$ cat config.mk
export PLATFORM = sky130hd
export DESIGN_NAME = instr_encoder
export DESIGN_NICKNAME = d
export VERILOG_FILES = /design/src/rtl/enc_pkg.sv /design/src/rtl/instr_pack.sv /design/src/rtl/instr_encoder.sv
export SDC_FILE = /design/constraint.sdc
export NUM_CORES = 1
export LEC_CHECK = 0
export CORE_AREA = 2 2 72 92
export DETAILED_ROUTE_END_ITERATION = 7
export DIE_AREA = 0 0 74 94
export PLACE_DENSITY = 0.68
export RECOVER_POWER = 50
export SETUP_SLACK_MARGIN = 0.5
export SLEW_MARGIN = 20
export SYNTH_ARGS = -nofsm -noshare
export SYNTH_HDL_FRONTEND = slang
export SYNTH_SLANG_ARGS = --single-unit
$ cat constraint.sdc
create_clock -name clk -period 1.4 [get_ports clk]
set_clock_uncertainty 0.1 [all_clocks]
set_input_delay 0.28 -clock clk [delete_from_list [all_inputs] [get_ports clk]]
set_output_delay 0.28 -clock clk [all_outputs]
set_load 0.1 [all_outputs]
$ cat src/rtl/enc_pkg.sv
// ---------------------------------------------------------------------------
// enc_pkg
// Shared definitions for the RV64 instruction encoder and the control
// decoder bench: symbolic op codes, RISC-V opcode/funct fields and the
// immediate range limits used by the encoder's error checks.
// ---------------------------------------------------------------------------
package enc_pkg;

  typedef enum logic [2:0] {
    OP_BEQ     = 3'd0,
    OP_LD      = 3'd1,
    OP_SD      = 3'd2,
    OP_ADD     = 3'd3,
    OP_SUB     = 3'd4,
    OP_AND     = 3'd5,
    OP_OR      = 3'd6,
    OP_ILLEGAL = 3'd7
  } op_e;

  // Major opcodes
  localparam logic [6:0] OPC_BRANCH = 7'b1100011;
  localparam logic [6:0] OPC_LOAD   = 7'b0000011;
  localparam logic [6:0] OPC_STORE  = 7'b0100011;
  localparam logic [6:0] OPC_OP     = 7'b0110011;
  localparam logic [6:0] OPC_OPIMM  = 7'b0010011;

  // funct3 / funct7 fields
  localparam logic [2:0] F3_BEQ    = 3'b000;
  localparam logic [2:0] F3_LD     = 3'b011;
  localparam logic [2:0] F3_SD     = 3'b011;
  localparam logic [2:0] F3_ADDSUB = 3'b000;
  localparam logic [2:0] F3_AND    = 3'b111;
  localparam logic [2:0] F3_OR     = 3'b110;
  localparam logic [6:0] F7_BASE   = 7'b0000000;
  localparam logic [6:0] F7_SUB    = 7'b0100000;

  // Immediate limits (byte offsets)
  localparam int IMM_W     = 13;
  localparam int IMM12_MIN = -2048;
  localparam int IMM12_MAX = 2047;
  localparam int BIMM_MIN  = -4096;
  localparam int BIMM_MAX  = 4094;

endpackage

$ cat src/rtl/instr_pack.sv
// ---------------------------------------------------------------------------
// instr_pack
// Purely combinational packer: turns a symbolic request into a 32-bit RV64
// instruction word and flags whether the immediate is outside the range the
// chosen format can represent. Whether that flag matters is decided by the
// encoder top level.
//
// Ports:
//   i_op          symbolic operation (op_e)
//   i_rd/rs1/rs2  register indices
//   i_imm         13-bit signed byte offset
//   o_instr       packed instruction word (unused fields zero)
//   o_range_err   immediate out of range / misaligned for this op
// ---------------------------------------------------------------------------
module instr_pack
  import enc_pkg::*;
(
  input  op_e               i_op,
  input  logic [4:0]        i_rd,
  input  logic [4:0]        i_rs1,
  input  logic [4:0]        i_rs2,
  input  logic [IMM_W-1:0]  i_imm,
  output logic [31:0]       o_instr,
  output logic              o_range_err
);

  logic signed [31:0] w_immVal;
  logic               w_imm12Bad;
  logic               w_bImmBad;

  assign w_immVal   = {{(32-IMM_W){i_imm[IMM_W-1]}}, i_imm};
  assign w_imm12Bad = (w_immVal < IMM12_MIN) || (w_immVal > IMM12_MAX);
  // Branch offsets must also be halfword aligned since imm[0] is not encoded.
  assign w_bImmBad  = (w_immVal < BIMM_MIN) || (w_immVal > BIMM_MAX) || i_imm[0];

  always_comb begin
    o_instr     = '0;
    o_range_err = 1'b0;
    case (i_op)
      OP_BEQ: begin
        o_instr     = {i_imm[12], i_imm[10:5], i_rs2, i_rs1, F3_BEQ,
                       i_imm[4:1], i_imm[11], OPC_BRANCH};
        o_range_err = w_bImmBad;
      end
      OP_LD: begin
        o_instr     = {i_imm[11:0], i_rs1, F3_LD, i_rd, OPC_LOAD};
        o_range_err = w_imm12Bad;
      end
      OP_SD: begin
        o_instr     = {i_imm[11:5], i_rs2, i_rs1, F3_SD, i_imm[4:0], OPC_STORE};
        o_range_err = w_imm12Bad;
      end
      OP_ADD: o_instr = {F7_BASE, i_rs2, i_rs1, F3_ADDSUB, i_rd, OPC_OP};
      OP_SUB: o_instr = {F7_SUB,  i_rs2, i_rs1, F3_ADDSUB, i_rd, OPC_OP};
      OP_AND: o_instr = {F7_BASE, i_rs2, i_rs1, F3_AND,    i_rd, OPC_OP};
      OP_OR:  o_instr = {F7_BASE, i_rs2, i_rs1, F3_OR,     i_rd, OPC_OP};
      // Unassigned op packs as a harmless nop (addi x0,x0,0).
      default: o_instr = {12'd0, 5'd0, 3'b000, 5'd0, OPC_OPIMM};
    endcase
  end

endmodule

$ cat src/rtl/instr_encoder.sv
// ---------------------------------------------------------------------------
// instr_encoder
// Streaming RV64 instruction encoder. Accepts symbolic requests over a
// valid/ready handshake and emits packed instruction words, each tagged with
// a sequential instruction-memory word address, through a single output
// holding register.
//
// Configuration macro: INSTR_ENCODER_CHECK_EN
//   defined   - illegal ops and bad immediates are consumed without output
//               and raise the sticky o_err_illegal / o_err_imm flags.
//   undefined - no checks; immediates truncate, op 7 emits a nop, both
//               error flags stay 0.
//
// Ports:
//   clk, rst_n                  clock, async active-low reset
//   i_clear                     synchronous flush (priority over everything)
//   i_in_valid / o_in_ready     request handshake
//   i_in_op, i_in_rd/rs1/rs2    symbolic request fields
//   i_in_imm                    13-bit signed byte offset
//   o_out_valid / i_out_ready   output handshake
//   o_out_instr, o_out_addr     encoded word and its word address
//   o_err_illegal, o_err_imm    sticky error flags
//   o_wrapped                   sticky: address counter wrapped
// ---------------------------------------------------------------------------
module instr_encoder
  import enc_pkg::*;
#(
  parameter int                ADDR_W    = 8,
  parameter logic [ADDR_W-1:0] BASE_ADDR = '0
) (
  input  logic              clk,
  input  logic              rst_n,
  input  logic              i_clear,
  input  logic              i_in_valid,
  output logic              o_in_ready,
  input  logic [2:0]        i_in_op,
  input  logic [4:0]        i_in_rd,
  input  logic [4:0]        i_in_rs1,
  input  logic [4:0]        i_in_rs2,
  input  logic [IMM_W-1:0]  i_in_imm,
  output logic              o_out_valid,
  input  logic              i_out_ready,
  output logic [31:0]       o_out_instr,
  output logic [ADDR_W-1:0] o_out_addr,
  output logic              o_err_illegal,
  output logic              o_err_imm,
  output logic              o_wrapped
);

  op_e               w_op;
  logic [31:0]       w_word;
  logic              w_rangeErr;
  logic              w_opIllegal;
  logic              w_badIllegal;
  logic              w_badImm;
  logic              w_accept;
  logic              w_emit;

  logic              r_outValid;
  logic [31:0]       r_outInstr;
  logic [ADDR_W-1:0] r_outAddr;
  logic [ADDR_W-1:0] r_nextAddr;
  logic              r_errIllegal;
  logic              r_errImm;
  logic              r_wrapped;

  assign w_op        = op_e'(i_in_op);
  assign w_opIllegal = (w_op == OP_ILLEGAL);

  instr_pack u_pack (
    .i_op        (w_op),
    .i_rd        (i_in_rd),
    .i_rs1       (i_in_rs1),
    .i_rs2       (i_in_rs2),
    .i_imm       (i_in_imm),
    .o_instr     (w_word),
    .o_range_err (w_rangeErr)
  );

`ifdef INSTR_ENCODER_CHECK_EN
  assign w_badIllegal = w_opIllegal;
  assign w_badImm     = w_rangeErr && !w_opIllegal;
`else
  logic w_unusedChecks;
  assign w_unusedChecks = w_rangeErr ^ w_opIllegal;
  assign w_badIllegal   = 1'b0;
  assign w_badImm       = 1'b0;
`endif

  // A held word that drains this cycle frees the register for a new one.
  assign o_in_ready = !i_clear && (!r_outValid || i_out_ready);
  assign w_accept   = i_in_valid && o_in_ready;
  // Faulty requests complete the handshake but never reach the output.
  assign w_emit     = w_accept && !w_badIllegal && !w_badImm;

  always_ff @(posedge clk or negedge rst_n) begin
    if (!rst_n) begin
      r_outValid   <= 1'b0;
      r_outInstr   <= '0;
      r_outAddr    <= BASE_ADDR;
      r_nextAddr   <= BASE_ADDR;
      r_errIllegal <= 1'b0;
      r_errImm     <= 1'b0;
      r_wrapped    <= 1'b0;
    end else if (i_clear) begin
      r_outValid   <= 1'b0;
      r_outAddr    <= BASE_ADDR;
      r_nextAddr   <= BASE_ADDR;
      r_errIllegal <= 1'b0;
      r_errImm     <= 1'b0;
      r_wrapped    <= 1'b0;
    end else begin
      if (r_outValid && i_out_ready) begin
        r_outValid <= 1'b0;
      end
      if (w_emit) begin
        r_outValid <= 1'b1;
        r_outInstr <= w_word;
        r_outAddr  <= r_nextAddr;
        r_nextAddr <= r_nextAddr + ADDR_W'(1);
        if (&r_nextAddr) begin
          r_wrapped <= 1'b1;
        end
      end
      if (w_accept && w_badIllegal) begin
        r_errIllegal <= 1'b1;
      end
      if (w_accept && w_badImm) begin
        r_errImm <= 1'b1;
      end
    end
  end

  assign o_out_valid   = r_outValid;
  assign o_out_instr   = r_outInstr;
  assign o_out_addr    = r_outAddr;
  assign o_err_illegal = r_errIllegal;
  assign o_err_imm     = r_errImm;
  assign o_wrapped     = r_wrapped;

endmodule

==> metrics.txt, run 1 <==
Worst Path Max Fanout 6; TritonCTS Buffers 5; CP required 1.52 ns; reg2reg path depth 7; Bufs and invs on worst path 3; Adder-Cell Fraction of Synth Area 2.776%; Leak 1.868 nW; startpoint types register; Clock Path Buffers 2; critical path type reg2reg; Die X 74 um; Worst-path clk slew 0.09 ns; root buffer cell clkbuf_8; detailed-route wire length per cell 18.17 um; reg-to-reg slack, setup -0.28 ns; H-tree levels 2; share of cells above drive strength 1 55.06%; HPWL Detailed 4.877 mm; Hold WS 0.3167 ns; pin count of the biggest net entering global routing 48; Pins Over Slew Limit 0; PortBufs 76; Worst Hold Path Cells 3; Total GRT Usage 22.05%; CP top delay family flip-flops; worst-margin pin slew 0.6364 ns; EDFF count, synth 0; Pre-antenna DRT Iters 4; Initial Utilization 37.27%; vias in the first global route 2334; initial DRC count 62; area leader, netlist dfrtp_1; Yosys cell types 41; YS warnings 0; height of the die 94 um; WP data arrival 1.79 ns; synthesized area per cell 9.548 um^2; dpl cell area 3870 um^2; post-synthesis simple-gate area fraction 23.82%; Vias 2232; Synth Register Bits 47; Max-slew headroom 57.57%; CP Capture Type register; # DRC 0; Post-Syn Area 2253 um^2; post-route cell area 4549 um^2; Core ar. 6046 um^2; pwr/cell area 1094 nW/um^2; ys flop type dfrtp_1; Hold Path Sink o_out_valid; antenna viol nets, final 0; Max Fclk 0.5967 GHz; GRT overflow 0; Fin. Hold Viols 0; global-route wire length before repair 11.62 mm; worst skew pair latency 0.30 ns; crit path cell chain and2b_2, buf_4, nor2_4, buf_6, buf_16, nand2_1, o21ai_1; Syn-to-layout area delta 101.9%; Synth top area share 52.19%; Critical Path Max Stage Delay 0.48 ns; final setup fails 45; post-layout util 75.25%; DRT Wirelength 8.029 mm; final worst-path cycle share 119.7%; RSZ-0062 raised after global routing true; pre-CTS setup slack -0.7655 ns; Max-Cap Viols 0; worst ir drop on vdd 520.3 uV; most frequent cell after synthesis dfrtp_1; row count 32; fin worst setup slack -0.2760 ns; Post-Synthesis Cells 236; min Tclk post-route 1.676 ns; final net count 396; die area 6956 um^2; main combinational cell family by area after synthesis simple AND/OR/NAND/NOR gates; Final Wtd Congestion 0.7876; mux cell area share after synthesis 0.4442%; register area share after synthesis 52.19%; status complete, but fails checks; commonest cells in the netlist dfrtp_1 (47), nand2_1 (44), nor2_1 (34); Hold Startpoint i_in_valid; Synth Area in Compound Gates 12.94%; worst reg2reg endpoint o_out_instr[15]; Async S/R FF share, synth 100.0%; # IOs 81; vias per cell 5.050; r2r startpoint o_out_valid; initial antenna violation count 1; Area contributors post-synth dfrtp_1 (52%), nand2_1 (7.3%), nor2_1 (5.7%); setup TNS -7.544 ns; critical path's slowest cell dfrtp_4; failing checks negative setup slack; Worst path depth 7; clock tree from TritonCTS yes; Hold Path Class in2reg; Clock Sink Count 47; Synth Area in XOR/XNOR 1.943%
-- stage by stage --
step                total power [mW]  cells
finish                         4.976    442
global route                   5.143    442
CTS                            4.923    429
detailed placement             3.766    407
global placement               3.743    407
floorplan                      2.919    239
-- worst max-delay path by stage --
stage / from / end / slack, ns
final: o_out_valid / o_out_instr[15] / -0.28
after global routing: o_out_valid / o_out_instr[15] / -0.31
after CTS: o_out_valid / o_in_ready / -0.26
after detailed placement: i_in_op[0] / o_out_instr[24] / -0.77
after global placement: i_in_op[0] / o_out_instr[21] / -0.69
after floorplan: o_out_valid / o_in_ready / -0.39
-- routing by layer --
| layer | global-route usage (%) | vias to the layer above | wire length [um] | part of all wire (%) |
|---|---|---|---|---|
| met5 | 0 | - | 0 | 0 |
| met4 | 9.848 | 0 | 288 | 3.6 |
| met3 | 4.399 | 17 | 394 | 4.9 |
| met2 | 39.88 | 85 | 4475 | 56 |
| met1 | 24.19 | 1100 | 2870 | 36 |
| li1 | - | 1030 | - | - |
-- state kept, by name, summed over array words and instances, names as in the netlist --
name	cells
o_out_addr	8
o_out_valid	1
o_wrapped	1
r_nextAddr	8
o_out_instr	29
-- cell families after synthesis --
family,count (synthesis)
xor+xnor,5
simple gates,112
flops,47
compound gates,43
other cells,1
mux,1
buf+inv,22
fa+ha+maj,5
-- repair_timing --
action                                  CTS  global route
hold buffers                              1             0
pin swaps                                 9            14
hold endpoints to repair                 47             0
endpoints found under the setup margin   88           100
setup buffers                             9             9
cloned                                    4             3
gates resized for setup                  37            31
-- area by class of cell --
cell class	count	area, um^2
multi-input combinational	171	1265
clock buffer	6	82.58
antenna	1	2.502
sequential	47	1323
fill	370	1496
inverter	5	18.77
timing repair buffer	125	1717
tap	85	106.4
clock inverter	2	35.03
-- worst min-delay path, cell delays in order --
cell and delay, ns:
dlymetal6s2s_1 0.22, nor2_1 0.14, nor2_1 0.04
-- report_power, final --
group	leakage [nW]	switching [mW]	internal, mW	total (mW)
logic	1.26	1.38	0.839	2.22
clock network	0.0612	0.469	0.578	1.05
registers	0.551	0.146	1.56	1.71
total	1.87	2.00	2.98	4.98
-- layout by cell type (no fill, tap or decap), drive strengths merged, types with 2 or more instances in the layout --
cell            n
a21oi          12
a221oi          9
a31oi           2
and3            2
buf            87
clkbuf          9
clkdlybuf4s15   2
clkdlybuf4s50  28
conb            4
dfrtp          47
dlygate4sd2     2
dlymetal6s2s    2
ha              5
inv             5
nand2          46
nand2b          3
nand3          15
nand4           2
nor2           36
nor2b           2
nor3            3
o21ai          13
o31ai           2
xor2            4
No activity file was read; power rests on OpenSTA's default activity.
==> run 2: changes to the inputs <==
- CAP_MARGIN: default -> 30
- DONT_BUFFER_PORTS: default -> 1
- PLACE_DENSITY: 0.68 -> 0.51
==> run 2 against run 1 <==
Net effect:
- the flow finishes with violations (negative hold slack, negative setup slack)
- sequential cell count stayed put
- final cell count is 17% lower
- fmax is 1.3% lower
- hold slack worse by 0.75 ns
- power is 18% lower
- clock power is 22% lower
- largest power group is now sequential cells
- highest routed layer unchanged
==> metrics.txt, run 2 (synthesized netlist as in run 1, its figures left out) <==
post-layout util 60.55% (-15 points); RSZ-0062 raised after global routing true; max FFs per register 29 (unchanged); H-tree levels 2 (unchanged); final net count 322 (-19%); met2 Track Usage GR 35.86% (-4.0 points); Initial Utilization 37.27% (unchanged); setup TNS -10.79 ns (-3.246 ns); number of fill cells 508 (+37%); Bufs and invs on worst path 4 (+1); PortBufs 0 (-100%); Hold WS -0.4357 ns (-0.7524 ns); detailed-route wire length per cell 18.10 um (-0.35%); CP top delay family buffers and inverters; initial DRC count 52 (-16%); row count 32 (unchanged); critical path type reg2reg; area occupied by multi-input gates 1446 um^2 (+14%); global-route wire length before repair 10.21 mm (-12%); register area 1323 um^2 (unchanged); final setup fails 50 (+11%); vias in the first global route 1937 (-17%); root buffer cell clkbuf_8; DRT Wirelength 6.643 mm (-17%); ant diodes 0 (-1); Max-slew headroom 53.71% (-3.9 points); TritonCTS Buffers 5 (unchanged); total power 4.072 mW (-18%); worst ir drop on vdd 601.5 uV (+16%); hold_buf cts 8 (+7); Vias 1921 (-14%); WP data arrival 1.82 ns (+0.03 ns); Worst Path Max Fanout 5 (-1); die area 6956 um^2 (unchanged); clock tree from TritonCTS yes; share of cells above drive strength 1 62.06% (+7.0 points); status complete, but fails checks; Pins Over Slew Limit 0 (unchanged); Critical Path Max Stage Delay 0.49 ns (about the same); startpoint types register; CP required 1.52 ns (about the same); pin count of the biggest net entering global routing 48 (unchanged); Syn-to-layout area delta 62.47%; Max-Cap Viols 0 (unchanged); pre-CTS setup slack -0.1842 ns (+0.5813 ns); final worst-path cycle share 121.3% (+1.5 points); Clock Path Buffers 2 (unchanged); critical path's slowest cell dfrtp_4; grt peak-use layer met2; met3 GRT Util 4.185% (-0.21 points); HPWL Detailed 4.176 mm (-14%); crit path cell chain and2b_2, buf_6, buf_6, nor2_4, buf_6, clkbuf_16, nand2_1, o21ai_1; met1 Use GR 21.90% (-2.3 points); # DRC 0 (unchanged); worst skew pair latency 0.30 ns (about the same); height of the die 94 um (unchanged); Core ar. 6046 um^2 (unchanged); Total GRT Usage 19.43% (-2.6 points); most used cell, CP buf_6; Hold Path Class in2async; Leak 1.438 nW (-23%); Worst-path clk slew 0.09 ns (about the same); most frequent cells in the layout dfrtp_4 (39), nor2_1 (26), nand2_1 (25), buf_4 (14), nand2_2 (13); # IOs 81 (unchanged); Clock Sink Count 47 (unchanged); initial antenna violation count 0 (-1); CP Capture Type register; Pre-antenna DRT Iters 4 (unchanged); min Tclk post-route 1.698 ns (+0.02156 ns); pwr/cell area 1112 nW/um^2 (+1.7%); failing checks negative hold slack, negative setup slack; GRT overflow 0 (unchanged); Fin. Hold Viols 64 (+64); antenna viol nets, final 0 (unchanged); commonest non-fill, non-tap cell in the layout dfrtp_4; Final Wtd Congestion 0.7565 (-3.9%); Max Fclk 0.5891 GHz (-1.3%); Die X 74 um (unchanged); vias per cell 5.234 (+3.7%); worst-margin pin slew 0.6917 ns (+0.05529 ns); fin worst setup slack -0.2976 ns (-0.02156 ns)
[run 2: path summary, 6_finish.rpt]
path                               start              end  slack (ns)  cells after the start
max reg2reg                  o_out_valid  o_out_instr[27]       -0.30                      8
min                                rst_n  o_out_instr[28]       -0.44                      0
max in group asynchronous          rst_n   o_out_instr[8]        1.53                      0
min in group clk                 i_clear    o_out_addr[7]       -0.08                      1
max                          o_out_valid  o_out_instr[27]       -0.30                      8
min reg2reg                r_nextAddr[6]    r_nextAddr[6]        0.49                      1
[run 2: through the flow]
step,area [um^2],std cells
after floorplan,2532,239
after global placement,2714,329
after detailed placement,2714,329
after CTS,3244,360
after global routing,3661,367
final,3661,367
[run 2: power by group]
group          internal, mW  total [mW]  switching [mW]  leakage, nW
sequential             1.56        2.56            1.01        0.551
clock                 0.348       0.814           0.466       0.0402
combinational         0.335       0.695           0.361        0.847
total                  2.24        4.07            1.83         1.44
[run 2: final cells by class]
| cell class | instances | share of cell area (%) |
|---|---|---|
| Timing Repair Buffer | 50 | 18.52 |
| Clock buffer | 5 | 1.880 |
| Inverter | 5 | 0.5126 |
| Tap cell | 85 | 2.905 |
| Multi-Input combinational cell | 172 | 39.51 |
| Sequential cell | 47 | 36.12 |
| Clock inverter | 3 | 0.5468 |
[run 2: metal layers]
layer	wire length [um]	share of wire (%)
met5	0	0
met4	84	1.3
met3	313	4.7
met2	3761	57
met1	2484	37
[run 2: what timing repair did]
item | 4_1_cts | 5_1_grt
buffers inserted | 10 | 4
cloned | 5 | 3
pin swaps | 12 | 32
endpoints found under the setup margin | 88 | 88
gates resized for setup | 39 | 68
endpoints found under the hold margin | 72 | 65
